**src/rtl/repack_arbiter_if.sv**
```systemverilog
// rtl/repack_arbiter_if.sv - requester-side and repack-side handshake bundle for repack_arbiter
interface repack_arbiter_if #(
    parameter int N = 2,
    parameter int W = 8
) ();
    localparam int IW = (N > 1) ? $clog2(N) : 1;

    logic [N-1:0]   s_stb;
    logic [N*W-1:0] s_dat;
    logic [N-1:0]   s_rdy;
    logic           m_stb;
    logic [W-1:0]   m_dat;
    logic           m_rdy;
    logic [IW-1:0]  m_id;
    logic           busy;

    // arbiter side
    modport master (
        input  s_stb, s_dat, m_rdy,
        output s_rdy, m_stb, m_dat, m_id, busy
    );

    // environment side: requesters plus the downstream repack stage
    modport slave (
        output s_stb, s_dat, m_rdy,
        input  s_rdy, m_stb, m_dat, m_id, busy
    );
endinterface

```
**src/rtl/repack_arbiter.sv**
```systemverilog
// rtl/repack_arbiter.sv - grant-locked round-robin arbiter feeding one repack stage; REPACK_ARBITER_FIXED_PRIO_EN selects fixed priority
module repack_arbiter #(
    parameter int N = 2,
    parameter int W = 8,
    parameter int D = 2
) (
    input  logic            clk,
    input  logic            rst_n,
    repack_arbiter_if.master bus
);
    localparam int GW = $clog2(N);
    localparam int CW = $clog2(D);

    typedef enum logic {IDLE, LOCK} state_t;

    state_t         state;
    logic [GW-1:0]  gnt;
    logic [GW-1:0]  win;
    logic [CW-1:0]  cnt;
    logic           found;
    logic           accept;
`ifndef REPACK_ARBITER_FIXED_PRIO_EN
    logic [GW-1:0]  last;
    logic [GW-1:0]  idx;
`endif

    assign accept   = (state == LOCK) && bus.m_stb && bus.m_rdy;
    assign bus.m_id = gnt;
    assign bus.busy = (state == LOCK);

    // winner search among current strobes; only consumed in IDLE
    always_comb begin
        win   = '0;
        found = 1'b0;
`ifdef REPACK_ARBITER_FIXED_PRIO_EN
        for (int k = 0; k < N; k++) begin
            if (!found && bus.s_stb[k]) begin
                win   = GW'(k);
                found = 1'b1;
            end
        end
`else
        idx = '0;
        for (int k = 1; k <= N; k++) begin
            // explicit wrap so non-power-of-two N never indexes past N-1
            if (int'(last) + k >= N) begin
                idx = GW'(int'(last) + k - N);
            end else begin
                idx = GW'(int'(last) + k);
            end
            if (!found && bus.s_stb[idx]) begin
                win   = idx;
                found = 1'b1;
            end
        end
`endif
    end

    // steer the granted requester onto the repack port; idle drives zeros
    always_comb begin
        bus.m_stb = 1'b0;
        bus.m_dat = '0;
        bus.s_rdy = '0;
        if (state == LOCK) begin
            bus.m_stb      = bus.s_stb[gnt];
            bus.m_dat      = bus.s_dat[int'(gnt)*W +: W];
            bus.s_rdy[gnt] = bus.m_rdy;
        end
    end

    // grant FSM: lock one requester for exactly D accepted beats
    always_ff @(posedge clk or negedge rst_n) begin
        if (!rst_n) begin
            state <= IDLE;
            gnt   <= '0;
            cnt   <= '0;
`ifndef REPACK_ARBITER_FIXED_PRIO_EN
            last  <= GW'(N - 1);
`endif
        end else begin
            case (state)
                IDLE: begin
                    if (found) begin
                        gnt   <= win;
                        cnt   <= '0;
                        state <= LOCK;
                    end
                end
                LOCK: begin
                    if (accept) begin
                        if (cnt == CW'(D - 1)) begin
                            cnt   <= '0;
`ifndef REPACK_ARBITER_FIXED_PRIO_EN
                            last  <= gnt;
`endif
                            state <= IDLE;
                        end else begin
                            cnt <= cnt + 1'b1;
                        end
                    end
                end
                default: state <= IDLE;
            endcase
        end
    end
endmodule

```
**src/flat_wrapper.sv**
```systemverilog
// flat-port wrapper written by rule: the top's interface ports become plain ports
module repack_arbiter_flat 
#(
    parameter int N = 2,
    parameter int W = 8,
    parameter int D = 2
)
  (clk, rst_n, bus_s_stb, bus_s_dat, bus_m_rdy, bus_s_rdy, bus_m_stb, bus_m_dat, bus_m_id, bus_busy);
  repack_arbiter_if #(.N(N), .W(W)) bus_i ();
  input  logic clk;
  input  logic rst_n;
  input wire logic [$bits(bus_i.s_stb)-1:0] bus_s_stb;
  input wire logic [$bits(bus_i.s_dat)-1:0] bus_s_dat;
  input wire logic [$bits(bus_i.m_rdy)-1:0] bus_m_rdy;
  output wire logic [$bits(bus_i.s_rdy)-1:0] bus_s_rdy;
  output wire logic [$bits(bus_i.m_stb)-1:0] bus_m_stb;
  output wire logic [$bits(bus_i.m_dat)-1:0] bus_m_dat;
  output wire logic [$bits(bus_i.m_id)-1:0] bus_m_id;
  output wire logic [$bits(bus_i.busy)-1:0] bus_busy;
  assign bus_i.s_stb = bus_s_stb;
  assign bus_i.s_dat = bus_s_dat;
  assign bus_i.m_rdy = bus_m_rdy;
  assign bus_s_rdy = bus_i.s_rdy;
  assign bus_m_stb = bus_i.m_stb;
  assign bus_m_dat = bus_i.m_dat;
  assign bus_m_id = bus_i.m_id;
  assign bus_busy = bus_i.busy;
  repack_arbiter #(.N(N), .W(W), .D(D)) u_core (.clk(clk), .rst_n(rst_n), .bus(bus_i));
endmodule
```
**config.mk**
```make
export PLATFORM = sky130hd
export DESIGN_NAME = repack_arbiter_flat
export DESIGN_NICKNAME = d
export VERILOG_FILES = /design/src/rtl/repack_arbiter_if.sv /design/src/rtl/repack_arbiter.sv /design/src/flat_wrapper.sv
export SDC_FILE = /design/constraint.sdc
export NUM_CORES = 1
export LEC_CHECK = 0
export BUFFER_PORTS_ARGS = -buffer_cell sky130_fd_sc_hd__buf_2
export CORE_AREA = 2 2 39 41
export DETAILED_ROUTE_END_ITERATION = 8
export DIE_AREA = 0 0 41 43
export PLACE_DENSITY = 0.74
export SETUP_SLACK_MARGIN = 0.1
export SLEW_MARGIN = 15
export SYNTH_ARGS = -nofsm -noshare
export SYNTH_HDL_FRONTEND = slang
export SYNTH_SLANG_ARGS = --single-unit
```
**constraint.sdc**
```tcl
create_clock -name clk -period 1.7 [get_ports clk]
set_input_delay 0.34 -clock clk [delete_from_list [all_inputs] [get_ports clk]]
set_output_delay 0.34 -clock clk [all_outputs]
set_load 0.1 [all_outputs]
```
* After elaboration in Yosys (flattened, before gate mapping) *
Cells that the tools add are included.

cells by class
  order comparisons = 6
  reduce and logical (&&, ||, !) cells = 8
  equality and inequality tests = 2
  shift operators = 1
  bitwise operators = 2
  multiplexer cells = 25
  add/subtract/negate cells = 5

operators by type and width
  operator                                                            number
  two-way mux 1 bit                                                   20
  indexed part select 16 x 5 -> 8 bit                                 1
  two-way mux 8 bit                                                   1
  < comparator 1 x 2 -> 1 bit (second input constant)                 3
  logical AND 1 bit                                                   4
  case mux 1 bit (2 select lines)                                     2
  AND reduction 2 bit                                                 2
  adder 1 x 2 -> 3 bit (second input constant)                        1
  greater-or-equal comparator 3 x 2 -> 1 bit (second input constant)  1
  AND reduction 3 bit                                                 1
  adder 1 x 1 -> 2 bit (second input constant)                        1
  bitwise AND 2 bit                                                   1
  greater-or-equal comparator 2 bit (second input constant)           1
  two-way mux 2 bit                                                   1
  != test 2 x 1 -> 1 bit (second input constant)                      1
  != test 2 bit (second input constant)                               1
  subtractor 1 bit (second input constant)                            2
  adder 1 bit (second input constant)                                 1
  demux 1 bit (select 1 bit)                                          1
  greater-or-equal comparator 1 bit (second input constant)           1
  logical NOT 1 bit                                                   1
  NOT 1 bit                                                           1

storage, ports and cells
  bits in registers = 4
  output and inout bits = 13
  logic and storage cells = 53
  input port bits = 21

* Depth between registers and ports, before layout *
Gate-level depths: netlist of the first run.

  word-level depth = 11
  mapped depth = 4
  gate-level depth less buffers = 3

* Worst setup path before layout of the first run *
OpenSTA, ideal clock, no wires.

  kind = reg-to-output
  start = register u_core.gnt (netlist: u_core.bus.m_id)
  end = output port bus_m_dat[0]
  arrival time = 2.707 ns
  data required time = 1.360 ns
  buffers on the path = 2
  stages on the path, launching flop included = 5
  setup slack = -1.347 ns
  cell sequence = dfrtp_1 > buf_4 > buf_4 > mux2i_1 > nor2_1

on the way
  longest elaborated chain between the ends = 2

ends and longest elaborated chain
  element                              line                  RTL
  start: declaration                   repack_arbiter.sv:17  logic [GW-1:0] gnt;
  start signal: assignment             repack_arbiter.sv:84  gnt <= win;
  indexed part select 16 x 5 -> 8 bit  repack_arbiter.sv:66  bus.m_dat = bus.s_dat[int'(gnt)*W +: W];
  two-way mux 8 bit                    repack_arbiter.sv:64  if (state == LOCK) begin
  end: declaration                     flat_wrapper.sv:17    output wire logic [$bits(bus_i.m_dat)-1:0] bus_m_dat;

No other way between the ends.

* Worst setup path in the final report of the first run *
  start = register u_core.gnt (netlist: u_core.bus.m_id)
  end = output port bus_m_dat[7]

Same word-level chain as after synthesis.

==> out/metrics.cfg, run 1 <==
[yosys]
ys.flop_type = dfrtp_1
seq_area_frac_synth_pct = 26.6
synth_cells = 47
yosys_warnings = 0
synthTopCellsByArea = mux2i_1, dfrtp_1, nor2_1
ys_async_sr_fraction_pct = 100
synth_area_um2 = 380
synth_cell_types = 19
synth_edf_count = 0
yosysMostFrequentCell = nor2_1
netlist_top_cells_count = nor2_1, mux2i_1, nand2_1
syn-num-nets = 68
ys_ff_latch = 4
synth_top_area_share_pct = 26.3
yosysTopAreaCell = mux2i_1
avgSynthCellArea_um2 = 8.09

[worst_hold_path]
hold_class = input port to register

[detailed_routing]
drtIter0Drc = 13
via_per_inst = 4.91
routed_wl_um = 1500
post_drt_wl_per_cell_um = 13.7
drt_pass1_iterations = 4
ant_nets = 0
route.detailed.drc = 0
vias = 535

[timing]
finalSetupViolCount = 2
layout_min_cycle_time_ns = 1.70
worst_clock_skew_ns = 0.0125
slew_headroom_pct = 68.0
tightestPinTransition_ns = 0.483
whs_ns = 0.404
drv_slew = 0
fin_crit_sh_pct = 100
max_freq_ghz = 0.587
layout_setup_ws_ns = -0.00346
rsz0062_at_grt = yes
finalHoldViolations = 0

[worst_setup_path]
crit_type = register to output pin
cp-end-kind = output pin
critPathRequiredTime_ns = 1.36
cp_data_arrival_time_ns = 1.36
cp-start-kind = register
crit_fanout = 4

[grt]
grt_overflow = 0
grt_pass1_wl_um = 2340
grt_start_max_net_pins = 9
grt_pass1_vias = 562
grt_antenna_before_repair = 0
grt_usage_pct = 20.2

[floorplan]
core_area_mm2 = 0.00138
dieArea_mm2 = 0.00176
fp.dieW_um = 41
rows = 14
die_y_um = 43
io_pins = 34
start_util_pct = 27.5

[placement]
dpl_cell_area_um2 = 842
dp_cells = 94
gp_congestion = 0.661
port-buffer-count = 33
dpl.hpwl_um = 953

[run_status]
violations = setup timing
status = finished, violations left

[final_layout]
insertedDiodeCount = 0
fin_cells = 109
fillers = 91
syn2layout_area_growth_pct = 168
nets = 115
drive_above_1_share_pct = 80.6
design_area_mm2 = 0.00102

[run]
drv_cap = 0

[cts]
clk_latency_ns = 0.25
cts.sinks = 4
cts_root_buf = clkbuf_4
cts_tree = done
clk_pin_slew_ns = 0.05
cts_buffer_depth = 2
numCtsBuffers = 3
h-tree-depth = 1

## per-stage QoR
stage	utilization (%)	setup TNS, ns	worst slack [ns]
2_1_floorplan	-	-1.70	-0.230
3_3_place_gp	60.8	0	0.235
3_5_place_dp	60.8	0	0.213
4_1_cts	72.7	-0.00198	-0.00198
5_1_grt	73.8	-0.207	-0.0381
6_report	73.8	-0.00478	-0.00346
## logic make-up (layout without fill, tap and decap cells)
group	Yosys count	count (layout)	synth area share (%)
AOI/OAI and AO/OA	6	6	13.2
DFF	4	4	26.6
buffers and inverters	5	51	7.23
and+or+nand+nor	22	22	26.6
muxes	10	10	26.3
## routing by layer
metal  vias to the layer above  part of all wire (%)  GRT usage [%]
li1                        259                     -              -
met2                        35                    53           32.2
met4                         0                   3.4           18.0
met5                         -                     0              0
met3                         6                   8.7           2.62
met1                       235                    35           21.3
## critical path, cell delays in order, from the launching register on
cell and delay [ns]:
dfrtp_4 0.48, buf_6 0.15, mux2i_4 0.19, nor2_4 0.11
buf_12 0.18
## what timing repair did
item | 4_1_cts | 5_1_grt
hold buffers | 1 | 0
hold endpoints to repair | 3 | 0
gates resized for setup | 16 | 2
buffers inserted | 9 | 1
pin swaps | 10 | 3
setup endpoints to repair | 10 | 11
## placed cells by master (no fill, tap or decap)
cell type,netlist,routed
buf_12,0,13
clkbuf_4,0,3
dfstp_2,1,1
nand2_1,5,4
o221ai_1,1,1
dlygate4sd3_1,0,1
a41oi_1,1,1
buf_2,1,21
clkbuf_1,0,1
nor2b_2,1,1
nor2b_1,1,1
mux2i_4,0,2
a21oi_1,1,1
dfrtp_1,3,1
nor3b_2,1,1
buf_4,2,6
nor2_1,13,2
nand2_2,0,1
dfrtp_4,0,2
a311oi_1,1,1
mux2i_1,10,1
buf_6,0,4
mux2i_2,0,7
nor2_4,0,11
inv_4,0,2
a32oi_1,1,1
nand4_1,1,1
a32o_1,1,1
## flip-flops by register name, summed over array words and instances, names as in the netlist
register and count:
u_core.last 1, u_core.bus.busy 1, u_core.cnt 1, u_core.bus.m_id 1
## path summary, 6_finish.rpt
kind                                 start  slack, ns  depth (start not counted)               to
max                        u_core.bus.m_id     -0.003                          4     bus_m_dat[7]
min                              bus_m_rdy       0.40                          2  u_core.bus.busy
max reg2reg                u_core.bus.m_id       0.17                          6  u_core.bus.busy
min reg2reg                    u_core.last       0.53                          2      u_core.last
max in group asynchronous            rst_n       1.05                          2      u_core.last
min in group asynchronous            rst_n       0.43                          2  u_core.bus.m_id
## cell type report
class                      count  area, µm²  share of cell area (%)
timing repair buffer          45        465                    45.6
multi-input combinational     38        388                    38.0
sequential                     4        109                    10.7
clock buffer                   4       26.3                    2.57
tap                           16       20.0                    1.96
inverter                       2       12.5                    1.23
Power of run 1 is not shown: default switching activity piles up to over one toggle a cycle in this logic, so the estimate is an artifact.
==> run 2: changes to the inputs <==
Settings changed: PLACE_DENSITY 0.74 to 0.76.
Clock period 1.7 ns to 1.45 ns, I/O delays scaled along.
==> run 2 against run 1 <==
The run still ends with setup timing left. Critical endpoint is now bus_m_stb. Clock skew is 0.0024 ns higher. Design area up 2.7%. Global-route usage is 1.7 points lower. Die area unchanged. Setup slack got worse by 0.25 ns. First-iteration DRC count rose by 23%. Routed wire length increased by 6.5%.
==> out/metrics.cfg, run 2 (same netlist as run 1, synthesis figures left out) <==
[grt]
grt_overflow = 0  ; unchanged
grt_start_max_net_pins = 13  ; was 9
grt_pass1_wl_um = 2140  ; was 2340 µm
grt_antenna_before_repair = 0  ; unchanged
grt_pass1_vias = 508  ; was 562
grt_usage_pct = 18.5  ; was 20.2%

[final_layout]
syn2layout_area_growth_pct = 176  ; was 168%
final_common_cell = buf_2  ; unchanged
drive_above_1_share_pct = 79.1  ; was 80.6%
nets = 113  ; was 115
final_cell_mix = buf_2, buf_12, nor2_4, mux2i_2, buf_6  ; was buf_2, buf_12, nor2_4, mux2i_2, buf_4
design_area_mm2 = 0.00105  ; was 0.00102 mm²
insertedDiodeCount = 0  ; unchanged

[worst_setup_path]
crit_top_cell = buf_12
crit_slowest_cell = dfrtp_4  ; unchanged
crit_type = register to output pin  ; unchanged
crit_path_cell_trace = buf_12, mux2i_1, nor2_4, buf_12  ; was buf_6, mux2i_4, nor2_4, buf_12
cp-end-kind = output pin  ; unchanged
critPathRequiredTime_ns = 1.16  ; was 1.36 ns
crit_fanout = 6  ; was 4
cpPeakStageDelay_ns = 0.49  ; was 0.48 ns
cp-start-kind = register  ; unchanged
cp_data_arrival_time_ns = 1.42  ; was 1.36 ns

[run_status]
violations = setup timing  ; unchanged
status = finished, violations left  ; unchanged

[detailed_routing]
vias = 563  ; was 535
route.detailed.drc = 0  ; unchanged
drt_pass1_iterations = 4  ; unchanged
routed_wl_um = 1600  ; was 1500 µm
via_per_inst = 5.26  ; was 4.91
ant_nets = 0  ; unchanged
drtIter0Drc = 16  ; was 13
post_drt_wl_per_cell_um = 14.9  ; was 13.7 µm

[timing]
rsz0062_at_grt = yes  ; unchanged
max_freq_ghz = 0.586
worst_clock_skew_ns = 0.0149  ; was 0.0125 ns
final.setup.tns_ns = -2.23  ; was -0.00478 ns
finalHoldViolations = 0  ; unchanged
drv_slew = 0  ; unchanged
layout_min_cycle_time_ns = 1.71
layout_setup_ws_ns = -0.258  ; was -0.00346 ns
fin_crit_sh_pct = 118
slew_headroom_pct = 80.4  ; was 68.0%
finalSetupViolCount = 12  ; was 2
tightestPinTransition_ns = 0.286  ; was 0.483 ns

[cts]
cts_tree = done  ; unchanged
clk_pin_slew_ns = 0.05  ; about the same
h-tree-depth = 1  ; unchanged
cts_buffer_depth = 2  ; unchanged
clk_latency_ns = 0.26  ; was 0.25 ns
numCtsBuffers = 3  ; unchanged
cts.sinks = 4  ; unchanged
cts_root_buf = clkbuf_4  ; unchanged

[floorplan]
die_y_um = 43  ; unchanged
core_area_mm2 = 0.00138  ; unchanged
start_util_pct = 27.5  ; unchanged
rows = 14  ; unchanged
dieArea_mm2 = 0.00176  ; unchanged
fp.dieW_um = 41  ; unchanged
io_pins = 34  ; unchanged

[placement]
gp_congestion = 0.735  ; was 0.661
dpl.hpwl_um = 1060  ; was 953 µm
port-buffer-count = 33  ; unchanged
dpl_cell_area_um2 = 892  ; was 842 µm²

[worst_hold_path]
hold_class = input port to async pin  ; was input port to register

[run]
drv_cap = 0  ; unchanged

run 2: changes by cell type in the layout (fill, tap and decap cells not counted), sizes merged:
cell / delta
buf: -2
run 2: metrics by stage:
stage               setup WS, ns  utilization [%]  std cells  hold WS, ns
detailed placement        0.0487             64.5         97       0.0980
finish                    -0.258             75.8        107        0.360
CTS                       -0.214             68.8        103        0.358
global placement          0.0833             64.5         97       0.0949
global route              -0.287             75.8        107        0.377
floorplan                 -0.430                -         47     -0.00559
run 2: layer usage:
metal	share of wire (%)	up-vias	track usage [%]
met4	3.2	0	16.0
met3	8.5	6	4.71
met5	0	-	0
met1	33	263	18.3
met2	56	38	29.4
li1	-	256	-
run 2: path summary, 6_finish.rpt:
path | slack (ns) | from | depth (start not counted) | end
min in group clk | 0.38 | bus_m_rdy | 2 | u_core.bus.busy
max in group asynchronous | 0.87 | rst_n | 2 | u_core.last
worst min-delay path | 0.36 | rst_n | 2 | u_core.cnt
worst min register to register | 0.53 | u_core.last | 2 | u_core.last
worst max-delay path | -0.26 | u_core.bus.m_id | 4 | bus_m_stb
worst max register to register | 0.01 | u_core.bus.m_id | 6 | u_core.cnt
run 2: final cells by class:
class                           instances  area [µm²]
Multi-Input combinational cell         38         389
Fill cell                              92         335
Tap cell                               16        20.0
Clock buffer                            4        26.3
Timing Repair Buffer                   43         494
Sequential cell                         4         109
Inverter                                2        10.0
run 2: critical path: cells and delay by family, from the launching register on:
kind                   cells  cell delay, ns
multiplexers               1            0.26
flip-flops                 1            0.49
AND/OR/NAND/NOR            1            0.08
buffers and inverters      2            0.33
run 2: timing repair:
| action | 4_1_cts | 5_1_grt |
|---|---|---|
| setup endpoints to repair | 12 | 14 |
| resized for setup | 4 | 17 |
| hold buffers | 1 | 0 |
| pin swaps | 0 | 7 |
| buffers inserted | 1 | 4 |
| endpoints found under the hold margin | 3 | 0 |
Power of run 2 is left out for the same reason.
